**config.mk**
```make
export PLATFORM = sky130hd
export DESIGN_NAME = button_event_scanner_flat
export DESIGN_NICKNAME = d
export VERILOG_FILES = /design/src/rtl/button_pkg.sv /design/src/rtl/button_event_scanner_if.sv /design/src/rtl/button_event_scanner_event_fifo.sv /design/src/rtl/button_event_scanner.sv /design/src/flat_wrapper.sv
export SDC_FILE = /design/constraint.sdc
export NUM_CORES = 1
export LEC_CHECK = 0
export ABC_CLOCK_PERIOD_IN_PS = 6000
export BUFFER_PORTS_ARGS = -buffer_cell sky130_fd_sc_hd__buf_2
export CAP_MARGIN = 25
export CORE_ASPECT_RATIO = 1.5
export CORE_MARGIN = 4
export CORE_UTILIZATION = 33
export CTS_CLUSTER_SIZE = 24
export DETAILED_ROUTE_END_ITERATION = 12
export GPL_ROUTABILITY_DRIVEN = 0
export GPL_TIMING_DRIVEN = 0
export REMOVE_ABC_BUFFERS = 1
export SLEW_MARGIN = 20
export SYNTH_ARGS = -nofsm -noshare
export SYNTH_HDL_FRONTEND = slang
export SYNTH_HIERARCHICAL = 1
export SYNTH_SLANG_ARGS = --single-unit
export TNS_END_PERCENT = 10
```
**constraint.sdc**
```tcl
create_clock -name clk -period 6 [get_ports clk]
set_clock_uncertainty 0.1 [all_clocks]
set_input_delay 0.6 -clock clk [delete_from_list [all_inputs] [get_ports clk]]
set_output_delay 0.6 -clock clk [all_outputs]
set_load 0.005 [all_outputs]
```
**src/rtl/button_pkg.sv**
```systemverilog
// -----------------------------------------------------------------------------
// button_pkg
// Shared types and constants for the button event scanner: scan FSM state,
// the event record that travels through the queue, and field widths.
// -----------------------------------------------------------------------------
package button_pkg;

  // Width of one queued event: 3-bit channel id + 1-bit press flag.
  localparam int EVT_W = 4;

  // Per-channel stability counter width.
  localparam int CNT_W = 4;

  typedef enum logic {
    IDLE = 1'b0,
    SCAN = 1'b1
  } scan_state_t;

  typedef struct packed {
    logic [2:0] id;     // channel index
    logic       press;  // 1 = press (0->1), 0 = release (1->0)
  } evt_t;

endpackage

```
**src/rtl/button_event_scanner_if.sv**
```systemverilog
// -----------------------------------------------------------------------------
// button_event_scanner_if
// Valid/ready event stream from the scanner to the host-side consumer.
//   evt_valid : queue head holds an event
//   evt_id    : channel index of the head event
//   evt_press : 1 = press, 0 = release
//   evt_ready : consumer accepts the head event this clock
// master = scanner (producer), slave = consumer.
// -----------------------------------------------------------------------------
interface button_event_scanner_if;
  import button_pkg::*;

  logic             evt_valid;
  logic [EVT_W-2:0] evt_id;
  logic             evt_press;
  logic             evt_ready;

  modport master (output evt_valid, output evt_id, output evt_press, input evt_ready);
  modport slave  (input evt_valid, input evt_id, input evt_press, output evt_ready);

endinterface

```
**src/rtl/button_event_scanner_event_fifo.sv**
```systemverilog
// -----------------------------------------------------------------------------
// event_fifo
// Synchronous FIFO with a registered head. A push into an empty queue shows up
// on o_head/o_valid on the following clock. A push while full is accepted only
// if a pop happens in the same clock; otherwise the caller sees o_full and
// decides what to do with the rejected entry.
// Ports:
//   clk, rst_n   : clock, synchronous active-low reset
//   i_push       : write request, i_push_data : entry to write
//   o_full       : queue holds DEPTH entries
//   i_pop        : consume head (ignored when empty)
//   o_empty      : queue holds no entries
//   o_valid      : head register holds a live entry (== !o_empty)
//   o_head       : head entry, stable until popped
// -----------------------------------------------------------------------------
module event_fifo #(
  parameter int DEPTH = 4,
  parameter int WIDTH = 4
) (
  input  logic             clk,
  input  logic             rst_n,
  input  logic             i_push,
  input  logic [WIDTH-1:0] i_push_data,
  output logic             o_full,
  input  logic             i_pop,
  output logic             o_empty,
  output logic             o_valid,
  output logic [WIDTH-1:0] o_head
);

  localparam int AW = $clog2(DEPTH);

  logic [WIDTH-1:0] r_mem [DEPTH];
  logic [AW-1:0]    r_wr_ptr;
  logic [AW-1:0]    r_rd_ptr;
  logic [AW:0]      r_count;
  logic [WIDTH-1:0] r_head;
  logic             r_valid;

  logic             w_push_ok;
  logic             w_pop_ok;
  logic [AW-1:0]    w_rd_ptr_nxt;
  logic [AW:0]      w_count_nxt;
  logic [WIDTH-1:0] w_head_nxt;

  assign o_empty   = (r_count == '0);
  assign o_full    = (r_count == (AW+1)'(DEPTH));
  assign w_pop_ok  = i_pop && !o_empty;
  // A pop in the same clock frees the slot, so a full queue can still accept.
  assign w_push_ok = i_push && (!o_full || w_pop_ok);

  // NOTE: every always_comb output gets a default first so no path leaves it
  // unassigned; that is what keeps synthesis from inferring a latch.
  always_comb begin
    w_rd_ptr_nxt = r_rd_ptr + AW'(w_pop_ok);
    w_count_nxt  = r_count + (AW+1)'(w_push_ok) - (AW+1)'(w_pop_ok);
    w_head_nxt   = '0;
    if (w_count_nxt != '0) begin
      // When the next head slot is the one being written right now, the
      // memory does not hold it yet: forward the incoming data.
      if (w_push_ok && (w_rd_ptr_nxt == r_wr_ptr)) w_head_nxt = i_push_data;
      else                                         w_head_nxt = r_mem[w_rd_ptr_nxt];
    end
  end

  // NOTE: the storage array has no reset; the pointers and count alone decide
  // which entries are live, so resetting the array would only cost logic.
  always_ff @(posedge clk) begin
    if (w_push_ok) r_mem[r_wr_ptr] <= i_push_data;
  end

  // NOTE: sequential state uses non-blocking assignments so every register
  // samples pre-edge values regardless of statement order.
  always_ff @(posedge clk) begin
    if (!rst_n) begin
      r_wr_ptr <= '0;
      r_rd_ptr <= '0;
      r_count  <= '0;
      r_head   <= '0;
      r_valid  <= 1'b0;
    end else begin
      r_wr_ptr <= r_wr_ptr + AW'(w_push_ok);
      r_rd_ptr <= w_rd_ptr_nxt;
      r_count  <= w_count_nxt;
      r_head   <= w_head_nxt;
      r_valid  <= (w_count_nxt != '0);
    end
  end

  assign o_valid = r_valid;
  assign o_head  = r_head;

endmodule

```
**src/rtl/button_event_scanner.sv**
```systemverilog
// -----------------------------------------------------------------------------
// button_event_scanner
// Time-shared debouncer for NUM_BTN raw button inputs. A prescaler produces a
// sample tick every TICK_DIV clocks; on each tick a scan FSM visits one channel
// per clock and updates that channel's stability counter. A level that differs
// from the debounced state on STABLE_CNT consecutive ticks is accepted and
// reported as an {id, press} event through a small queue.
// Ports:
//   clk, rst_n  : clock, synchronous active-low reset
//   btn_raw     : asynchronous raw levels, 1 = pressed
//   btn_state   : debounced levels
//   evt         : event stream (master side of button_event_scanner_if)
//   overflow    : sticky, at least one event was dropped on a full queue
//   ovf_clr     : clears overflow (a same-clock drop keeps it set)
// -----------------------------------------------------------------------------
module button_event_scanner
  import button_pkg::*;
#(
  parameter int NUM_BTN    = 4,
  parameter int TICK_DIV   = 16,
  parameter int STABLE_CNT = 8,
  parameter int FIFO_DEPTH = 4
) (
  input  logic                         clk,
  input  logic                         rst_n,
  input  logic [NUM_BTN-1:0]           btn_raw,
  output logic [NUM_BTN-1:0]           btn_state,
  button_event_scanner_if.master       evt,
  output logic                         overflow,
  input  logic                         ovf_clr
);

  localparam int PW   = (TICK_DIV > 1) ? $clog2(TICK_DIV) : 1;
  localparam int CH_W = (NUM_BTN > 1)  ? $clog2(NUM_BTN)  : 1;

  // Two-flop synchronizers for the asynchronous inputs.
  logic [NUM_BTN-1:0] r_sync1;
  logic [NUM_BTN-1:0] r_sync2;

  logic [PW-1:0]      r_presc;
  logic               w_tick;

  scan_state_t        r_state, w_state_nxt;
  logic [CH_W-1:0]    r_ch, w_ch_nxt;
  logic               w_scan;

  logic [CNT_W-1:0]   r_cnt [NUM_BTN];
  logic [NUM_BTN-1:0] r_btn_state;
  logic               r_overflow;

  logic               w_differ;
  logic [CNT_W-1:0]   w_cnt_inc;
  logic               w_accept;
  evt_t               w_evt;
  evt_t               w_head;
  logic               w_full;
  logic               w_empty;
  logic               w_pop;
  logic               w_drop;

  // ---------------------------------------------------------------- sync ----
  always_ff @(posedge clk) begin
    if (!rst_n) begin
      r_sync1 <= '0;
      r_sync2 <= '0;
    end else begin
      r_sync1 <= btn_raw;
      r_sync2 <= r_sync1;
    end
  end

  // ----------------------------------------------------------- prescaler ----
  assign w_tick = (r_presc == PW'(TICK_DIV - 1));

  always_ff @(posedge clk) begin
    if (!rst_n)      r_presc <= '0;
    else if (w_tick) r_presc <= '0;
    else             r_presc <= r_presc + PW'(1);
  end

  // ------------------------------------------------------------ scan FSM ----
  always_ff @(posedge clk) begin
    if (!rst_n) begin
      r_state <= IDLE;
      r_ch    <= '0;
    end else begin
      r_state <= w_state_nxt;
      r_ch    <= w_ch_nxt;
    end
  end

  always_comb begin
    w_state_nxt = r_state;
    w_ch_nxt    = r_ch;
    unique case (r_state)
      IDLE: begin
        if (w_tick) begin
          w_state_nxt = SCAN;
          w_ch_nxt    = '0;
        end
      end
      SCAN: begin
        if (r_ch == CH_W'(NUM_BTN - 1)) begin
          w_state_nxt = IDLE;
          w_ch_nxt    = '0;
        end else begin
          w_ch_nxt    = r_ch + CH_W'(1);
        end
      end
      default: begin
        w_state_nxt = IDLE;
        w_ch_nxt    = '0;
      end
    endcase
  end

  assign w_scan = (r_state == SCAN);

  // -------------------------------------------------- channel processing ----
  assign w_differ  = (r_sync2[r_ch] != r_btn_state[r_ch]);
  assign w_cnt_inc = r_cnt[r_ch] + CNT_W'(1);
  // The STABLE_CNT-th consecutive differing sample accepts the new level.
  assign w_accept  = w_scan && w_differ && (w_cnt_inc >= CNT_W'(STABLE_CNT));

  always_ff @(posedge clk) begin
    if (!rst_n) begin
      for (int i = 0; i < NUM_BTN; i++) r_cnt[i] <= '0;
      r_btn_state <= '0;
    end else if (w_scan) begin
      if (!w_differ) begin
        // One agreeing sample restarts the stability window.
        r_cnt[r_ch] <= '0;
      end else if (w_accept) begin
        r_cnt[r_ch]       <= '0;
        r_btn_state[r_ch] <= r_sync2[r_ch];
      end else begin
        r_cnt[r_ch] <= w_cnt_inc;
      end
    end
  end

  assign btn_state = r_btn_state;

  // --------------------------------------------------------- event queue ----
  always_comb begin
    w_evt       = '0;
    w_evt.id    = 3'(r_ch);
    w_evt.press = r_sync2[r_ch];
  end

  assign w_pop  = evt.evt_ready && !w_empty;
  // btn_state still updates on a drop; only the event is lost.
  assign w_drop = w_accept && w_full && !w_pop;

  event_fifo #(
    .DEPTH (FIFO_DEPTH),
    .WIDTH (EVT_W)
  ) u_event_fifo (
    .clk         (clk),
    .rst_n       (rst_n),
    .i_push      (w_accept),
    .i_push_data (w_evt),
    .o_full      (w_full),
    .i_pop       (w_pop),
    .o_empty     (w_empty),
    .o_valid     (evt.evt_valid),
    .o_head      (w_head)
  );

  assign evt.evt_id    = w_head.id;
  assign evt.evt_press = w_head.press;

  // ------------------------------------------------------------ overflow ----
  // A drop takes priority over a clear in the same clock.
  always_ff @(posedge clk) begin
    if (!rst_n)       r_overflow <= 1'b0;
    else if (w_drop)  r_overflow <= 1'b1;
    else if (ovf_clr) r_overflow <= 1'b0;
  end

  assign overflow = r_overflow;

endmodule

```
**src/flat_wrapper.sv**
```systemverilog
// flat-port wrapper written by rule: the top's interface ports become plain ports
module button_event_scanner_flat import button_pkg::*;
#(
  parameter int NUM_BTN    = 4,
  parameter int TICK_DIV   = 16,
  parameter int STABLE_CNT = 8,
  parameter int FIFO_DEPTH = 4
)
  (clk, rst_n, btn_raw, btn_state, overflow, ovf_clr, evt_evt_valid, evt_evt_id, evt_evt_press, evt_evt_ready);
  button_event_scanner_if evt_i ();
  input  logic clk;
  input  logic rst_n;
  input  logic [NUM_BTN-1:0] btn_raw;
  output logic [NUM_BTN-1:0] btn_state;
  output logic overflow;
  input  logic ovf_clr;
  output wire logic [$bits(evt_i.evt_valid)-1:0] evt_evt_valid;
  output wire logic [$bits(evt_i.evt_id)-1:0] evt_evt_id;
  output wire logic [$bits(evt_i.evt_press)-1:0] evt_evt_press;
  input wire logic [$bits(evt_i.evt_ready)-1:0] evt_evt_ready;
  assign evt_evt_valid = evt_i.evt_valid;
  assign evt_evt_id = evt_i.evt_id;
  assign evt_evt_press = evt_i.evt_press;
  assign evt_i.evt_ready = evt_evt_ready;
  button_event_scanner #(.NUM_BTN(NUM_BTN), .TICK_DIV(TICK_DIV), .STABLE_CNT(STABLE_CNT), .FIFO_DEPTH(FIFO_DEPTH)) u_core (.clk(clk), .rst_n(rst_n), .btn_raw(btn_raw), .btn_state(btn_state), .evt(evt_i), .overflow(overflow), .ovf_clr(ovf_clr));
endmodule
```
==> impl_metrics.yaml <==
status:
  status: "complete, no violations"
route:
  firstDrtPassIters: 4
  drt_first_iter_violations: 135
  drt-total-wl_um: 4520
  ant_nets: 0
  detail_route.wl_per_cell_um: 12.6
  vias_per_cell: 4.53
  route.vias.total: 1620
  drc_errors: 0
floorplanning:
  rows: 41
  core-area_sq_um: 8410
  ioPinCount: 18
  initial_core_util_pct: 33.9
  die_w_um: 84.0
  dieArea_sq_um: 10200
  die-height_um: 122
power:
  p_leak_nw: 1.30
  ir_drop_uv: 150
  p_per_area_nw_per_um2: 296
placed_design:
  place_area_sq_um: 3070
  portBuffers: 17
  place_inst: 342
  hpwl_um: 3230
layout:
  fin_cells: 358
  final_common_cell: "dfxtp_1"
  nets: 264
  n_antenna_cell: 0
  layout_common_cells: "dfxtp_1, edfxtp_1, buf_2, nor2_1, and2_1"
  drive_above_1_share_pct: 21.5
  final_util_pct: 39.8
  syn2layout_area_growth_pct: 17.3
  nFillCells: 812
  stdcell_area_sq_um: 3350
synthesis:
  yosysSeqAreaShare_pct: 57.5
  synth_flop_cell: "dfxtp_1"
  synthCells: 217
  yosysUniqueCellTypes: 43
  synth_area_per_cell_sq_um: 13.2
  async_flop_share_pct: 0
  synth_edf_count: 32
  synth_area_sq_um: 2860
  synth_seq_cells: 66
  ys_warn_count: 6
timing:
  relSlewSlack_pct: 57.9
  rsz0062_at_grt: "false"
  hold_viol: 0
  setup_viol: 0
  fin_crit_sh_pct: 68.7
  worstMarginPinSlew_ns: 0.625
  slew_violations: 0
  fin_crit_ns: 4.12
  holdWs_ns: 0.330
  fmax_ghz: 0.243
  timing.setup.tns_ns: 0
setup_path:
  crit_arrival_ns: 4.22
  r2r-start: "u_core/r_ch[0]"
  cp_slowest_stage_delay_ns: 0.71
  r2r_end: "u_core/u_event_fifo/o_head[0]"
  worst_setup_path_start_kind: "register"
  worstPathCellList: "mux4_2, xor2_1, nand2_1, nor3_1, or2_2, o21ai_1, ha_1, fa_1, xor2_1, xnor2_1, o31ai_2, nor2_1"
  r2r_slack_ns: 1.88
  slowest_stage: "mux4_2"
  critical_path.endpoint_type: "register"
  required_ns: 6.10
  path_class: "register to register"
  crit_top_cell: "xor2_1"
  worstPathMaxFanout: 14
  worst_r2r_path_depth: 12
clock_network:
  clk_latency_ns: 0.33
  cts_buffer_depth: 2
  cts_tree: "built"
  clk_pin_slew_ns: 0.05
  htreeDepth: 3
  clock-sinks: 66
  cts_setup_buffers: 0
  cts.root.buffer_cell: "clkbuf_16"
  cts_resized: 0
  postCtsHoldBufs: 0
  cts-buffers-inserted: 9
global_route:
  grt_overflow: 0
  grt_antenna_before_repair: 0
  grt_pass1_vias: 1679
  grt_max_degree: 35
  grt_usage_pct: 10.3
  grt_pass1_wl_um: 7950
worst_hold_path:
  whs_path_depth: 1
  hold_class: "register to register"
  min_to: "u_core/r_sync2[1]"
  worstHoldStart: "u_core/r_sync1[1]"
run:
  cap_violations: 0
## worst max-delay path by stage
stage | cells after the start | endpoint | slack, ns | startpoint
6_report | 12 | u_core/u_event_fifo/o_head[0] | 1.88 | u_core/r_ch[0]
2_1_floorplan | 12 | u_core/u_event_fifo/o_head[0] | 2.39 | u_core/r_ch[0]
3_5_place_dp | 12 | u_core/u_event_fifo/o_head[3] | 1.81 | u_core/r_ch[0]
3_3_place_gp | 12 | u_core/u_event_fifo/o_head[1] | 1.84 | u_core/r_ch[0]
5_1_grt | 12 | u_core/u_event_fifo/o_head[3] | 1.56 | u_core/r_ch[0]
4_1_cts | 12 | u_core/u_event_fifo/o_head[0] | 1.78 | u_core/r_ch[0]
## power by group
part | internal [mW] | leakage, nW | switching (mW) | total [mW]
Clock | 0.303 | 0.138 | 0.181 | 0.484
Sequential | 0.480 | 0.586 | 0.00346 | 0.483
Combinational | 0.00896 | 0.580 | 0.0138 | 0.0228
## critical path, delay by kind of cell, from the launching register on
kind / cells / cell delay (ns)
compound gates: 2 / 0.42
xor+xnor: 3 / 0.68
fa+ha+maj: 2 / 0.57
flops: 1 / 0.66
mux: 1 / 0.71
simple gates: 4 / 0.87
## flip-flops by register name, indices dropped and copies added (netlist names), named ones only
| signal | count |
|---|---|
| u_core/u_event_fifo/r_mem | 16 |
| u_core/u_event_fifo/o_head | 4 |
| u_core/overflow | 1 |
| u_core/u_event_fifo/r_wr_ptr | 2 |
| u_core/r_sync1 | 4 |
| u_core/r_sync2 | 4 |
| u_core/r_cnt | 16 |
| u_core/r_ch | 2 |
| u_core/u_event_fifo/r_rd_ptr | 2 |
| u_core/r_presc | 4 |
| u_core/u_event_fifo/r_count | 3 |
| u_core/u_event_fifo/o_valid | 1 |
| u_core/r_state | 1 |
| u_core/btn_state | 4 |
## cell type report
class                   count  area (sq um)  share of cell area (%)
flip-flops and latches     66          1640                    49.0
multi-input cells         142          1170                    34.9
clock buffers              12           258                    7.70
well taps                 107           134                    4.00
repair buffers             17          85.1                    2.54
inverters                  10          37.5                    1.12
clock inverters             4          23.8                   0.710
## layer usage
metal / part of all wire, % / vias up / global-route usage (%)
met5: 0 / - / 0
met4: 3.0 / 0 / 7.24
met3: 4.3 / 8 / 3.65
met2: 52 / 27 / 17.4
met1: 40 / 755 / 10.6
li1: - / 830 / -
## cell families after synthesis
group	Yosys count	share of synthesized area (%)
buffers and inverters	17	2.59
multiplexers	18	10.7
AND/OR/NAND/NOR	81	16.9
flip-flops	66	57.5
other	1	0.131
AO/OA/AOI/OAI	14	3.77
adder cells (fa/ha/maj)	10	4.65
XOR/XNOR	10	3.81
## Yosys cell counts, types with 6 or more instances
library cell	instances	area (sq um)
mux2i_1	8	80.1
nor2_1	17	63.8
mux4_2	10	225
and2_1	17	106
dfxtp_1	34	681
ha_1	9	113
edfxtp_1	32	961
nand2_1	16	60.1
inv_1	9	33.8
xor2_1	6	52.6
nand3_1	6	30.0
## stage by stage
stage | power [mW] | setup WS (ns)
floorplan | 0.507 | 2.39
global placement | 0.515 | 1.84
detailed placement | 0.516 | 1.81
CTS | 1.01 | 1.78
global route | 1.03 | 1.56
finish | 0.990 | 1.88
Note: power is estimated with default switching activity, not from simulation.
